**config.mk**
```make
export PLATFORM = sky130hd
export DESIGN_NAME = bp_cfg_stream_loader
export DESIGN_NICKNAME = d
export VERILOG_FILES = /design/src/rtl/bp_cfg_stream_loader_pkg.sv /design/src/rtl/bp_cfg_core_picker.sv /design/src/rtl/bp_cfg_stream_loader.sv
export SDC_FILE = /design/constraint.sdc
export NUM_CORES = 1
export LEC_CHECK = 0
export BUFFER_PORTS_ARGS = -buffer_cell sky130_fd_sc_hd__buf_2
export CAP_MARGIN = 40
export CORE_ASPECT_RATIO = 1.75
export CORE_UTILIZATION = 40
export CTS_CLUSTER_DIAMETER = 50
export DETAILED_ROUTE_END_ITERATION = 16
export PLACE_DENSITY = 0.71
export SLEW_MARGIN = 40
export SYNTH_ARGS = -nofsm -noshare
export SYNTH_HDL_FRONTEND = slang
export SYNTH_SLANG_ARGS = --single-unit
export TNS_END_PERCENT = 20
```
**constraint.sdc**
```tcl
create_clock -name clk_i -period 8.8 [get_ports clk_i]
set_clock_uncertainty 0.15 [all_clocks]
set_input_delay 1.76 -clock clk_i [delete_from_list [all_inputs] [get_ports clk_i]]
set_output_delay 1.76 -clock clk_i [all_outputs]
set_load 0.1 [all_outputs]
```
**src/rtl/bp_cfg_stream_loader_pkg.sv**
```systemverilog
// Shared state encoding, cfg bus beat layout and freeze data values for the cfg stream loader.
// Pure declarations: no latency, no backpressure.
package bp_cfg_stream_loader_pkg;

  typedef enum logic [2:0] {
    S_IDLE,
    S_FREEZE,
    S_LOAD,
    S_UNFREEZE,
    S_DONE
  } bp_cfg_loader_state_e;

  localparam int cfg_core_width_gp = 8;
  localparam int cfg_addr_width_gp = 16;
  localparam int cfg_data_width_gp = 32;

  typedef struct packed {
    logic [cfg_core_width_gp-1:0] core;
    logic [cfg_addr_width_gp-1:0] addr;
    logic [cfg_data_width_gp-1:0] data;
  } bp_cfg_beat_s;

  localparam logic cfg_freeze_data_gp   = 1'b1;
  localparam logic cfg_unfreeze_data_gp = 1'b0;

endpackage

```
**src/rtl/bp_cfg_core_picker.sv**
```systemverilog
// Lowest set mask bit at or above from_i; purely combinational, no backpressure.
// from_i is one bit wider than idx_o so "past the last core" is representable.
module bp_cfg_core_picker #(
  parameter int num_core_p  = 16,
  parameter int idx_width_p = 4
) (
  input  logic [num_core_p-1:0]  mask_i,
  input  logic [idx_width_p:0]   from_i,
  output logic                   found_o,
  output logic [idx_width_p-1:0] idx_o
);

  // Descending scan so the lowest qualifying index is the last assignment.
  always_comb begin
    found_o = 1'b0;
    idx_o   = '0;
    for (int i = num_core_p - 1; i >= 0; i--) begin
      if (mask_i[i] && (i >= int'(from_i))) begin
        found_o = 1'b1;
        idx_o   = idx_width_p'(i);
      end
    end
  end

endmodule

```
**src/rtl/bp_cfg_stream_loader.sv**
```systemverilog
// Streams freeze / table / unfreeze cfg writes to each masked core (or one broadcast pass).
// First beat one cycle after start; each beat holds until cfg_ready_i, no bubbles between beats.
module bp_cfg_stream_loader
  import bp_cfg_stream_loader_pkg::*;
#(
  parameter int num_core_p       = 16,
  parameter int num_regs_p       = 8,
  parameter int cfg_core_width_p = cfg_core_width_gp,
  parameter int cfg_addr_width_p = cfg_addr_width_gp,
  parameter int cfg_data_width_p = cfg_data_width_gp,
  parameter logic [cfg_addr_width_p-1:0] reg_base_addr_p = 16'h0010,
  parameter logic [cfg_addr_width_p-1:0] freeze_addr_p   = 16'h0002
) (
  input  logic                                   clk_i,
  input  logic                                   reset_n_i,
  input  logic                                   start_i,
  input  logic                                   bcast_i,
  input  logic [num_core_p-1:0]                  core_mask_i,
  input  logic [num_regs_p*cfg_data_width_p-1:0] table_i,
  output logic                                   busy_o,
  output logic                                   done_o,
  output logic                                   cfg_v_o,
  input  logic                                   cfg_ready_i,
  output logic [cfg_core_width_p-1:0]            cfg_core_o,
  output logic [cfg_addr_width_p-1:0]            cfg_addr_o,
  output logic [cfg_data_width_p-1:0]            cfg_data_o
);

  localparam int core_w_lp = (num_core_p > 1) ? $clog2(num_core_p) : 1;
  localparam int reg_w_lp  = (num_regs_p > 1) ? $clog2(num_regs_p) : 1;

  bp_cfg_loader_state_e state_q, state_d;
  logic [core_w_lp-1:0] core_q, core_d;
  logic [reg_w_lp-1:0]  reg_q, reg_d;
  logic                 have_q, have_d;
  logic                 done_q, done_d;
  logic                 bcast_q;
  logic [num_core_p-1:0]                  mask_q;
  logic [num_regs_p*cfg_data_width_p-1:0] table_q;

  logic                  idle_like;
  logic                  start_acc;
  logic [num_core_p-1:0] pick_mask;
  logic [core_w_lp:0]    pick_from;
  logic                  pick_found;
  logic [core_w_lp-1:0]  pick_idx;

  assign idle_like = (state_q == S_IDLE) || (state_q == S_DONE);
  assign start_acc = start_i && idle_like;
  assign busy_o    = !idle_like;
  assign done_o    = done_q;

  // One search serves both the first core (live mask from 0) and the next core (latched mask above current).
  assign pick_mask = idle_like ? core_mask_i : mask_q;
  assign pick_from = idle_like ? '0 : ((core_w_lp+1)'(core_q) + (core_w_lp+1)'(1));

  bp_cfg_core_picker #(
    .num_core_p  (num_core_p),
    .idx_width_p (core_w_lp)
  ) u_picker (
    .mask_i  (pick_mask),
    .from_i  (pick_from),
    .found_o (pick_found),
    .idx_o   (pick_idx)
  );

  always_comb begin
    state_d    = state_q;
    core_d     = core_q;
    reg_d      = reg_q;
    have_d     = have_q;
    done_d     = done_q;
    cfg_v_o    = 1'b0;
    cfg_addr_o = '0;
    cfg_data_o = '0;
    unique case (state_q)
      S_IDLE, S_DONE: begin
        state_d = S_IDLE;
        if (start_i) begin
          state_d = S_FREEZE;
          done_d  = 1'b0;
          core_d  = pick_idx;
          reg_d   = '0;
          have_d  = bcast_i || pick_found;
        end
      end
      S_FREEZE: begin
        // Empty mask without broadcast: one busy cycle, no beats.
        if (!have_q) begin
          state_d = S_DONE;
          done_d  = 1'b1;
        end else begin
          cfg_v_o    = 1'b1;
          cfg_addr_o = freeze_addr_p;
          cfg_data_o = cfg_data_width_p'(cfg_freeze_data_gp);
          if (cfg_ready_i) state_d = S_LOAD;
        end
      end
      S_LOAD: begin
        cfg_v_o    = 1'b1;
        cfg_addr_o = reg_base_addr_p + cfg_addr_width_p'(reg_q);
        cfg_data_o = table_q[int'(reg_q)*cfg_data_width_p +: cfg_data_width_p];
        if (cfg_ready_i) begin
          if (reg_q == reg_w_lp'(num_regs_p - 1)) begin
            state_d = S_UNFREEZE;
            reg_d   = '0;
          end else begin
            reg_d = reg_q + reg_w_lp'(1);
          end
        end
      end
      S_UNFREEZE: begin
        cfg_v_o    = 1'b1;
        cfg_addr_o = freeze_addr_p;
        cfg_data_o = cfg_data_width_p'(cfg_unfreeze_data_gp);
        if (cfg_ready_i) begin
          if (!bcast_q && pick_found) begin
            state_d = S_FREEZE;
            core_d  = pick_idx;
          end else begin
            state_d = S_DONE;
            done_d  = 1'b1;
          end
        end
      end
      default: state_d = S_IDLE;
    endcase
  end

  assign cfg_core_o = !cfg_v_o ? '0 : (bcast_q ? '1 : cfg_core_width_p'(core_q));

  always_ff @(posedge clk_i or negedge reset_n_i) begin
    if (!reset_n_i) begin
      state_q <= S_IDLE;
      core_q  <= '0;
      reg_q   <= '0;
      have_q  <= 1'b0;
      done_q  <= 1'b0;
      bcast_q <= 1'b0;
      mask_q  <= '0;
      table_q <= '0;
    end else begin
      state_q <= state_d;
      core_q  <= core_d;
      reg_q   <= reg_d;
      have_q  <= have_d;
      done_q  <= done_d;
      if (start_acc) begin
        bcast_q <= bcast_i;
        mask_q  <= core_mask_i;
        table_q <= table_i;
      end
    end
  end

endmodule

```
# Word level (Yosys, flattened, before mapping)
# Index checks and enable logic that the tools add are counted.
# totals
reg_bits	285
input_bits	277
output_inout_bits	59
# classes
n_addsub	3
n_lt_le_gt_ge	16
eq_ne	13
n_shift	1
muxes	63
n_reduce_logical	33
# op_table
operator	count
indexed part select 256 x 9 -> 32 bit	1
two-way mux 4 bit	19
case mux 32 bit (2 select lines)	1
greater-or-equal comparator 4 x 5 -> 1 bit, first input constant	8
two-way mux 3 bit	9
two-way mux 1 bit	23
greater-or-equal comparator 3 x 5 -> 1 bit, first input constant	4
logical AND 1 bit	18
case mux 6 bit (3 select lines)	1
two-way mux 16 bit	1
two-way mux 8 bit	2
inequality test 2 bit, second input constant	7
case mux 3 bit (4 select lines)	1
greater-or-equal comparator 1 x 5 -> 1 bit, first input constant	2
greater-or-equal comparator 2 x 5 -> 1 bit, first input constant	2
case mux 4 bit (2 select lines)	1
AND reduction 4 bit	2
adder 5 x 3 -> 6 bit, first input constant	1
== test 3 x 2 -> 1 bit, second input constant	2
== test 3 bit, second input constant	2
case mux 3 bit (2 select lines)	1
adder 4 x 1 -> 5 bit, second input constant	1
two-way mux 5 bit	1
AND reduction 5 bit	1
other kinds (14)	18

# Longest topological paths before layout
# Gate-level depths: netlist of run 1.
# logic_depth
word_depth	25
ltp_mapped	11
mapped_depth_nobuf	9

# Modules after synthesis
# From an unflattened synthesis of run 1, not the netlist that was laid out.
# hier_totals
cells_unflattened	1466
area_unflattened_um2	13655.6
# by_module_without_submodules
mod	n_inst	cells_per_inst	area_each_um2	seq_area_each_um2
bp_cfg_stream_loader	1	1389	13176.4	7131.8
bp_cfg_core_picker	1	77	479.2	0.0

# Worst setup path before layout of run 1
# Ideal clock, no wire load.
# synth_timing
kind	reg-to-output
startpoint	register state_q[0]
endpoint	output port cfg_core_o[5]
arrival_time_ns	3.681
slack_ns	3.209
stages_incl_launch_ff	6
cell_sequence	dfrtp_1 -> clkbuf_1 -> a21oi_1 -> nor2_1 -> and2_1 -> buf_4
# synth_between
elab_chain_len	4
# synth_lines
item	line	rtl
from (decl)	bp_cfg_stream_loader.sv:32	bp_cfg_loader_state_e state_q, state_d;
from (signal assigned)	bp_cfg_stream_loader.sv:143	state_q <= state_d;
== test 3 x 2 -> 1 bit	bp_cfg_stream_loader.sv:76	unique case (state_q)
OR reduction 2 bit (no source line)	n/a	
case mux 1 bit (2 select lines) (*)	bp_cfg_stream_loader.sv:76	
named net cfg_v_o	bp_cfg_stream_loader.sv:22	output logic cfg_v_o,
two-way mux 8 bit (*)	bp_cfg_stream_loader.sv:130	assign cfg_core_o = !cfg_v_o ? '0 : (bcast_q ? '1 : cfg_core_width_p'(core_q));
to (decl)	bp_cfg_stream_loader.sv:24	output logic [cfg_core_width_p-1:0] cfg_core_o,
# Mark *: on every way through the listed nets, which the timed path passes. The rest lies on a longest branch.

# Final worst setup path of run 1
# layout_timing
startpoint	register reg_q[0]
endpoint	output port cfg_data_o[0]
# layout_between
elab_chain_len	2
# layout_lines
item	line	rtl
from (decl)	bp_cfg_stream_loader.sv:34	logic [reg_w_lp-1:0] reg_q, reg_d;
from (signal assigned)	bp_cfg_stream_loader.sv:145	reg_q <= reg_d;
indexed part select 256 x 9 -> 32 bit	bp_cfg_stream_loader.sv:102	cfg_data_o = table_q[int'(reg_q)*cfg_data_width_p +: cfg_data_width_p];
case mux 32 bit (2 select lines)	bp_cfg_stream_loader.sv:76	
to (decl)	bp_cfg_stream_loader.sv:26	output logic [cfg_data_width_p-1:0] cfg_data_o
# No other way between the ends.

==> metrics.cfg, run 1 <==
[cells_and_area]
nets=2066
instances_no_fill=2267
post-route-util=0.496
syn2layout_area_growth_pct=21.6
final_cell_mix=840 x nand2_1, 322 x buf_2, 282 x dfrtp_1, 64 x mux4_2, 48 x nor2_1
final_area_sq_um=16800
layout_commonest_cell=nand2_1
post_route_cells_drive_above_1_share=0.264

[clocking]
ctsLongestPathBuffers=3
cts-buffers-inserted=31
ctsResizeCount=0
insertion_delay_ns=0.58
cts_sinks=285
hold_buffers=0
cts-root-buf=clkbuf_16
cts_setup_buffers=0
clk_pin_slew_ns=0.06
cts_tree=built
h-tree-depth=1

[pwr]
pwr-share-clk=0.202
swShare=0.445
power_density_nw_per_um2=398
switchingPower_w=0.00297
power.total_w=0.00668
peakVddDrop_mv=0.258
p_seq_frac=0.378
pwr-share-comb=0.420
p_leak_nw=8.75
power.internal_w=0.00371

[sta]
period_minus_slack_ns=5.08
setup_viol=0
fin_crit_sh=0.577
hold_viol_final=0
grt_setup_unrepaired=false
drv_slew=0
setup-tns-final_ns=0
fmax_mhz=197
relSlewSlack=0.368
max_slew.worst_pin.slew_ns=0.922

[route]
remaining_drc_errors=0
drt-met1-wl_mm=14.9
firstDrtPassIters=5
via_per_inst=5.16
met3_length_mm=2.49
wirelength_mm=48.1
dr_wl_met2_mm=27.0
drt_iter0_drc=596
routedWlPerCell_microns=21.2
final_antenna_net_count=0
vias=11700
maxUsedRoutingLayer=met5

[placed_design]
dp.cells=2208
dpl_cell_area_sq_um=15700
io_buffers=323
hpwlAfterDp_mm=36.6
finalWeightedCongestion=0.963

[min_path]
hp-start=table_q[250]$_DFFE_PN0P_
hold_path_class=register to register

[setup_path]
cp_slowest_cell=dfrtp_4
setup.worst_path.start=reg_q[0]$_DFFE_PN0P_
slowest_delay_ns=0.71
critical_path_buf_inv_count=2
startpoint_type=register
worstPathCellList=buf_6 > mux4_2 > mux2i_1 > nor3_1 > a21oi_1 > nor2_1 > buf_2
crit_type=register to output pin
worstPathMaxFanout=49
required_ns=6.89
r2r-start=state_q[0]$_DFFE_PN0P_
crit_family=buffers and inverters
end_kind=output pin
arrival_ns=3.17

[floorplanning]
io_pins=336
die_area_sq_um=35300
chipHeight_microns=248
core_area_sq_um=33900
initial_core_util=0.408
die_x_microns=143
row_count=89

[synthesis]
synth_warnings=0
ys_seq_area_frac=0.516
ys.flop_type=dfrtp_1
synth_edf_count=0
synth_area_sq_um=13800
ys_top_cells_by_area=dfrtp_1 52%, nand2_1 23%, mux4_2 10%
async_flop_share=1.00
synth_top_cell_area_share=0.516
ys_types=66
syn_area_per_cell_sq_um=9.10
ys_ff_latch=285
synth_area_leader_cell=dfrtp_1
syn_inst=1519

[run_status]
status=complete, no violations

[global_routing]
overflow=0
antenna_found_initial=8
grt_max_degree=108
grt_pass1_wl_mm=70.3
track_usage=0.277
grt_pass1_vias=12100

[flow_run]
cap_violations=0

[cell usage after synthesis (all sizes together) (2+ instances only)]
library cell  count
xnor2             2
nor3              6
and3              2
dfrtp           285
nor2             52
nand3            12
inv               7
a21boi            3
and2              6
a21o              2
a211oi            4
a21oi            11
clkbuf           72
o32ai             2
o21a              8
a311oi            3
buf              39
ha                3
nand2           841
o21ai             9
nor3b             2
mux2              2
mux4             64
nor2b             5
nand3b            2
o41ai             2
nand2b            3
a31oi             9
nor4b             2
mux2i            41
[routing by layer]
metal,global-route usage,up-vias
met3,0.0382,145
li1,-,5405
met1,0.262,5697
met4,0.195,8
met2,0.537,445
met5,0,-
[worst reg2reg max path, stage by stage, from the launching register on]
cell and delay, ns:
dfrtp_1 0.58, nor2_4 0.67, inv_6 0.22, mux2i_1 0.66
nand2_1 0.18, o21ai_0 0.24, o21a_2 0.22, a311oi_4 0.15
a41oi_4 0.41, mux2_4 0.34
[state kept, by name, summed over array words and instances, names as in the netlist]
name / count
bcast_q: 1
have_q: 1
reg_q: 3
mask_q: 16
state_q: 3
table_q: 256
core_q: 4
done_o: 1
[cell type report]
class | instances | area (sq um)
Antenna cell | 4 | 10.0
Timing Repair Buffer | 334 | 1800
Inverter | 7 | 31.3
Tap cell | 455 | 569
Clock inverter | 14 | 168
Clock buffer | 41 | 883
Fill cell | 3307 | 17000
Multi-Input combinational cell | 1127 | 6200
Sequential cell | 285 | 7140
[power by group through the flow]
| stage | Clock [W] | Combinational, W | Sequential [W] |
|---|---|---|---|
| finish | 0.00135 | 0.00281 | 0.00253 |
| global route | 0.00143 | 0.00307 | 0.00257 |
| CTS | 0.00138 | 0.00283 | 0.00252 |
| detailed placement | 0 | 0.00282 | 0.00254 |
| global placement | 0 | 0.00272 | 0.00254 |
| floorplan | 0 | 0.00225 | 0.00220 |
[metrics by stage]
stage	hold WS (ns)	setup WS [ns]
finish	0.320	3.72
global placement	0.303	3.99
floorplan	0.288	3.21
CTS	0.323	3.63
global route	0.337	3.49
detailed placement	0.307	4.24
[path summary, 6_finish.rpt]
kind                       slack [ns]                  endpoint  depth (start not counted)
hold / removal                   0.32  table_q[250]$_DFFE_PN0P_                          2
setup reg to reg                 4.88     core_q[1]$_DFFE_PN0P_                          9
hold reg to reg                  0.32  table_q[250]$_DFFE_PN0P_                          2
setup / recovery                 3.72             cfg_data_o[0]                          7
max in group asynchronous        6.21      reg_q[0]$_DFFE_PN0P_                          3
min in group asynchronous        1.03    mask_q[12]$_DFFE_PN0P_                          1
[kinds of logic after synthesis]
| family | count (synthesis) | share of synthesized area |
|---|---|---|
| simple gates | 935 | 0.263 |
| flops | 285 | 0.516 |
| buf+inv | 118 | 0.0397 |
| mux | 107 | 0.136 |
| compound gates | 67 | 0.0394 |
| fa+ha+maj | 3 | 0.00272 |
| xor+xnor | 3 | 0.00244 |
| other cells | 1 | 0.000271 |
(Power assumes the default switching activity.)
==> run 2: changes to the inputs <==
clock period = 4.68 ns   (was 8.8 ns; I/O delays follow)
==> run 2 against run 1 <==
Register-to-register slack got worse by 3.7 ns. Combinational power increased by 91%. Via count is 0.95% lower. Setup slack worse by 3.1 ns. Clock-buffer cell count down 3. Global-route usage shrank 1.6 points. Sequential share of layout area shrank 0.22 points. Critical path depth shrank 1. Sequential power increased by 81%. Critical path type unchanged. Critical endpoint is now cfg_data_o[15]. Highest routed layer unchanged.
==> metrics.cfg, run 2 (synthesized netlist as in run 1, its figures left out) <==
[run_status]
status=complete, no violations

[setup_path]
startpoint_type=register
cp_slowest_cell=dfrtp_4
worstPathMaxFanout=31
arrival_ns=2.98
worstPathCellList=buf_12 > buf_12 > mux4_2 > mux2i_1 > nor2_1 > buf_2
crit_type=register to output pin
required_ns=3.59
slowest_delay_ns=0.67
cp_common_cell=buf_12
end_kind=output pin

[route]
maxUsedRoutingLayer=met5
drt-met1-wl_mm=15.1
remaining_drc_errors=0
vias=11600
dr_wl_met2_mm=25.1
final_antenna_net_count=0
wirelength_mm=45.2
via_per_inst=5.10
firstDrtPassIters=5
routedWlPerCell_microns=19.9
drt_iter0_drc=591
met3_length_mm=2.24

[pwr]
p_leak_nw=8.79
power_density_nw_per_um2=741
peakVddDrop_mv=0.387

[sta]
fin_crit_sh=0.868
setup_viol=0
hold_viol_final=0
period_minus_slack_ns=4.06
fmax_mhz=246
max_slew.worst_pin.slew_ns=0.689
hold_ws_ns=0.116
relSlewSlack=0.541
grt_setup_unrepaired=false
setup-tns-final_ns=0
drv_slew=0

[cells_and_area]
post_route_cells_drive_above_1_share=0.268
regMostFlops=table_q
largest_reg_flops=256
syn2layout_area_growth_pct=22.2
reg_top3=table_q (256), mask_q (16), core_q (4)
instances_no_fill=2274
nets=2070
final_cell_mix=840 x nand2_1, 322 x buf_2, 282 x dfrtp_1, 64 x mux4_2, 47 x nor2_1
layout_commonest_cell=nand2_1
fillerInstances=3263
post-route-util=0.499

[floorplanning]
core_area_sq_um=33900
chipHeight_microns=248
initial_core_util=0.408
io_pins=336
row_count=89
die_area_sq_um=35300
die_x_microns=143

[clocking]
ctsResizeCount=0
cts-root-buf=clkbuf_16
clk_pin_slew_ns=0.07
cts-buffers-inserted=30
h-tree-depth=1
cts_sinks=285
cts_setup_buffers=0
insertion_delay_ns=0.56
ctsLongestPathBuffers=3
hold_buffers=0
cts_tree=built

[placed_design]
dp.cells=2213
hpwlAfterDp_mm=34.2
finalWeightedCongestion=0.982
io_buffers=323

[global_routing]
antenna_found_initial=8
grt_pass1_wl_mm=67.3
grt_pass1_vias=11700
track_usage=0.260
grt_max_degree=113
overflow=0

[min_path]
hold_path_class=input pin to asynchronous set/reset pin

[flow_run]
cap_violations=0

run 2: cell types whose count changed in the layout (fill, tap and decap cells not counted), sizes merged:
cell / change
buf: +5
bufinv: +1
clkbuf: -3
clkinv: +3
diode: +1
run 2: worst paths after layout:
path,from,endpoint,slack [ns],cells after the start
min in group clk_i,table_q[208]$_DFFE_PN0P_,table_q[208]$_DFFE_PN0P_,0.32,2
max reg2reg,core_q[0]$_DFFE_PN0P_,core_q[1]$_DFFE_PN0P_,1.22,9
min reg2reg,table_q[208]$_DFFE_PN0P_,table_q[208]$_DFFE_PN0P_,0.32,2
max,reg_q[0]$_DFFE_PN0P_,cfg_data_o[15],0.62,6
max in group asynchronous,reset_n_i,table_q[245]$_DFFE_PN0P_,2.93,3
min,reset_n_i,table_q[41]$_DFFE_PN0P_,0.12,1
run 2: final cells by class:
type	instances	area, sq um	area share
antenna	5	12.5	0.000741
multi-input combinational	1127	6200	0.367
clock buffer	38	852	0.0504
clock inverter	18	228	0.0135
sequential	285	7140	0.423
tap	455	569	0.0337
timing repair buffer	339	1850	0.110
inverter	7	31.3	0.00185
run 2: report_power, final:
| part | internal, W | leakage [nW] | switching, W | total (W) |
|---|---|---|---|---|
| Combinational | 0.00188 | 4.74 | 0.00349 | 0.00537 |
| Sequential | 0.00364 | 3.52 | 0.000942 | 0.00458 |
| Clock | 0.00152 | 0.531 | 0.00105 | 0.00257 |
run 2: metrics by stage:
| step | total power (W) | worst slack, ns | cell area (sq um) |
|---|---|---|---|
| 2_1_floorplan | 0.00836 | 0.464 | 13900 |
| 3_3_place_gp | 0.00986 | 1.07 | 15700 |
| 3_5_place_dp | 0.0100 | 1.15 | 15800 |
| 4_1_cts | 0.0126 | 0.533 | 16900 |
| 5_1_grt | 0.0133 | 0.456 | 16900 |
| 6_report | 0.0125 | 0.617 | 16900 |
run 2: metal layers:
layer,up-vias,global-route usage
met1,5657,0.265
met4,4,0.164
li1,5418,-
met5,-,0
met3,122,0.0419
met2,388,0.488
run 2: critical path, delay by kind of cell, from the launching register on:
| family | cells | cell delay [ns] |
|---|---|---|
| buffers and inverters | 3 | 0.90 |
| muxes | 2 | 0.74 |
| DFF | 1 | 0.67 |
| and+or+nand+nor | 1 | 0.08 |
==> run 3: changes to the inputs <==
BUFFER_PORTS_ARGS = -buffer_cell sky130_fd_sc_hd__clkbuf_2   (was -buffer_cell sky130_fd_sc_hd__buf_2)
==> run 3 against run 2 <==
Worst hold slack better by 0.021 ns. Combinational power fell by 0.9%. Sequential power up 3%. Highest routed layer unchanged. Sequential share of layout area grew 0.063 points. Via count decreased by 0.55%.
==> metrics.cfg, run 3 (synthesized netlist as in run 1, its figures left out) <==
[min_path]
hold_path_class=input pin to asynchronous set/reset pin

[cells_and_area]
fillerInstances=3218
final_cell_mix=840 x nand2_1, 322 x clkbuf_2, 282 x dfrtp_1, 64 x mux4_2, 47 x nor2_1
nets=2071
reg_top3=table_q (256), mask_q (16), core_q (4)
post_route_cells_drive_above_1_share=0.265
largest_reg_flops=256
regMostFlops=table_q
layout_commonest_cell=nand2_1
syn2layout_area_growth_pct=22.1
instances_no_fill=2268

[global_routing]
antenna_found_initial=5
grt_pass1_vias=11900
track_usage=0.272
grt_pass1_wl_mm=69.4
grt_max_degree=86
overflow=0

[floorplanning]
core_area_sq_um=33900
die_area_sq_um=35300
die_x_microns=143
io_pins=336
row_count=89
initial_core_util=0.408
chipHeight_microns=248

[run_status]
status=complete, no violations

[placed_design]
dp.cells=2215
hpwlAfterDp_mm=36.6
finalWeightedCongestion=0.965
io_buffers=323
place_ws_ns=1.09

[pwr]
pwr-share-comb=0.426
p_leak_nw=8.80
switchingPower_w=0.00549
swShare=0.440
p_seq_frac=0.379
pwr-share-clk=0.195
power_density_nw_per_um2=740
peakVddDrop_mv=0.400
power.internal_w=0.00699

[setup_path]
required_ns=3.59
crit_type=register to output pin
startpoint_type=register
end_kind=output pin
arrival_ns=3.02
r2r_cells=8
worstPathMaxFanout=35

[clocking]
insertion_delay_ns=0.54
ctsLongestPathBuffers=3
cts_setup_buffers=0
cts_sinks=285
cts-root-buf=clkbuf_16
hold_buffers=0
h-tree-depth=1
clk_pin_slew_ns=0.06
ctsResizeCount=0
cts_tree=built
cts-buffers-inserted=29

[route]
firstDrtPassIters=5
via_per_inst=5.08
remaining_drc_errors=0
routedWlPerCell_microns=20.7
drt_iter0_drc=723
wirelength_mm=47.0
final_antenna_net_count=0
vias=11500

[sta]
drv_slew=0
grt_setup_unrepaired=false
fin_ws_ns=0.575
setup-tns-final_ns=0
fmax_mhz=244
period_minus_slack_ns=4.11
fin_crit_sh=0.877
setup_viol=0
hold_viol_final=0
relSlewSlack=0.495
max_slew.worst_pin.slew_ns=0.758

[flow_run]
cap_violations=0

run 3: changes by cell type in the layout (fill, tap and decap cells not counted), sizes merged:
| cell | change |
|---|---|
| buf | -320 |
| clkinv | -4 |
| inv | -1 |
| diode | -4 |
| clkbuf | +323 |
run 3: metrics by stage:
| step | area [sq um] | total power (W) | util | hold slack (ns) |
|---|---|---|---|---|
| after detailed placement | 15900 | 0.0101 | 0.468 | 0.308 |
| after global routing | 16900 | 0.0132 | 0.498 | 0.143 |
| after CTS | 16900 | 0.0126 | 0.498 | 0.122 |
| after floorplan | 13900 | 0.00836 | - | 0.288 |
| final | 16900 | 0.0125 | 0.498 | 0.138 |
| after global placement | 15800 | 0.00997 | 0.466 | 0.303 |
run 3: cell type report:
type,count,area (sq um),area share
antenna,1,2.50,0.000148
clock buffer,39,813,0.0482
clock inverter,13,188,0.0111
inverter,7,31.3,0.00185
multi-input combinational,1127,6200,0.368
sequential,285,7140,0.423
tap,455,569,0.0337
timing repair buffer,341,1920,0.114
run 3: critical path, stage by stage, from the launching register on:
cell and delay [ns]:
dfrtp_4 0.92, buf_12 0.36, mux4_2 0.55, mux2i_1 0.18, nor2_1 0.07, clkbuf_2 0.38
run 3: power by group through the flow:
stage / logic [W] / clock network [W] / registers [W]
finish: 0.00532 / 0.00244 / 0.00473
global route: 0.00581 / 0.00258 / 0.00483
CTS: 0.00536 / 0.00249 / 0.00473
detailed placement: 0.00533 / 0 / 0.00477
global placement: 0.00519 / 0 / 0.00478
floorplan: 0.00423 / 0 / 0.00413
run 3: routing by layer:
metal,part of all wire,up-vias,track usage,routed length [microns]
met3,0.049,114,0.0330,2280
met1,0.32,5560,0.267,14900
li1,-,5415,-,-
met2,0.57,428,0.527,26600
met4,0.067,8,0.174,3150
met5,0.0012,-,0,55
run 3: path summary, 6_finish.rpt:
check	from	end	slack, ns
worst min register to register	table_q[64]$_DFFE_PN0P_	table_q[64]$_DFFE_PN0P_	0.32
worst max register to register	state_q[0]$_DFFE_PN0P_	core_q[1]$_DFFE_PN0P_	1.05
worst max-delay path	reg_q[0]$_DFFE_PN0P_	cfg_data_o[18]	0.57
max in group asynchronous	reset_n_i	table_q[155]$_DFFE_PN0P_	3.11
min in group clk_i	table_q[64]$_DFFE_PN0P_	table_q[64]$_DFFE_PN0P_	0.32
worst min-delay path	reset_n_i	table_q[42]$_DFFE_PN0P_	0.14
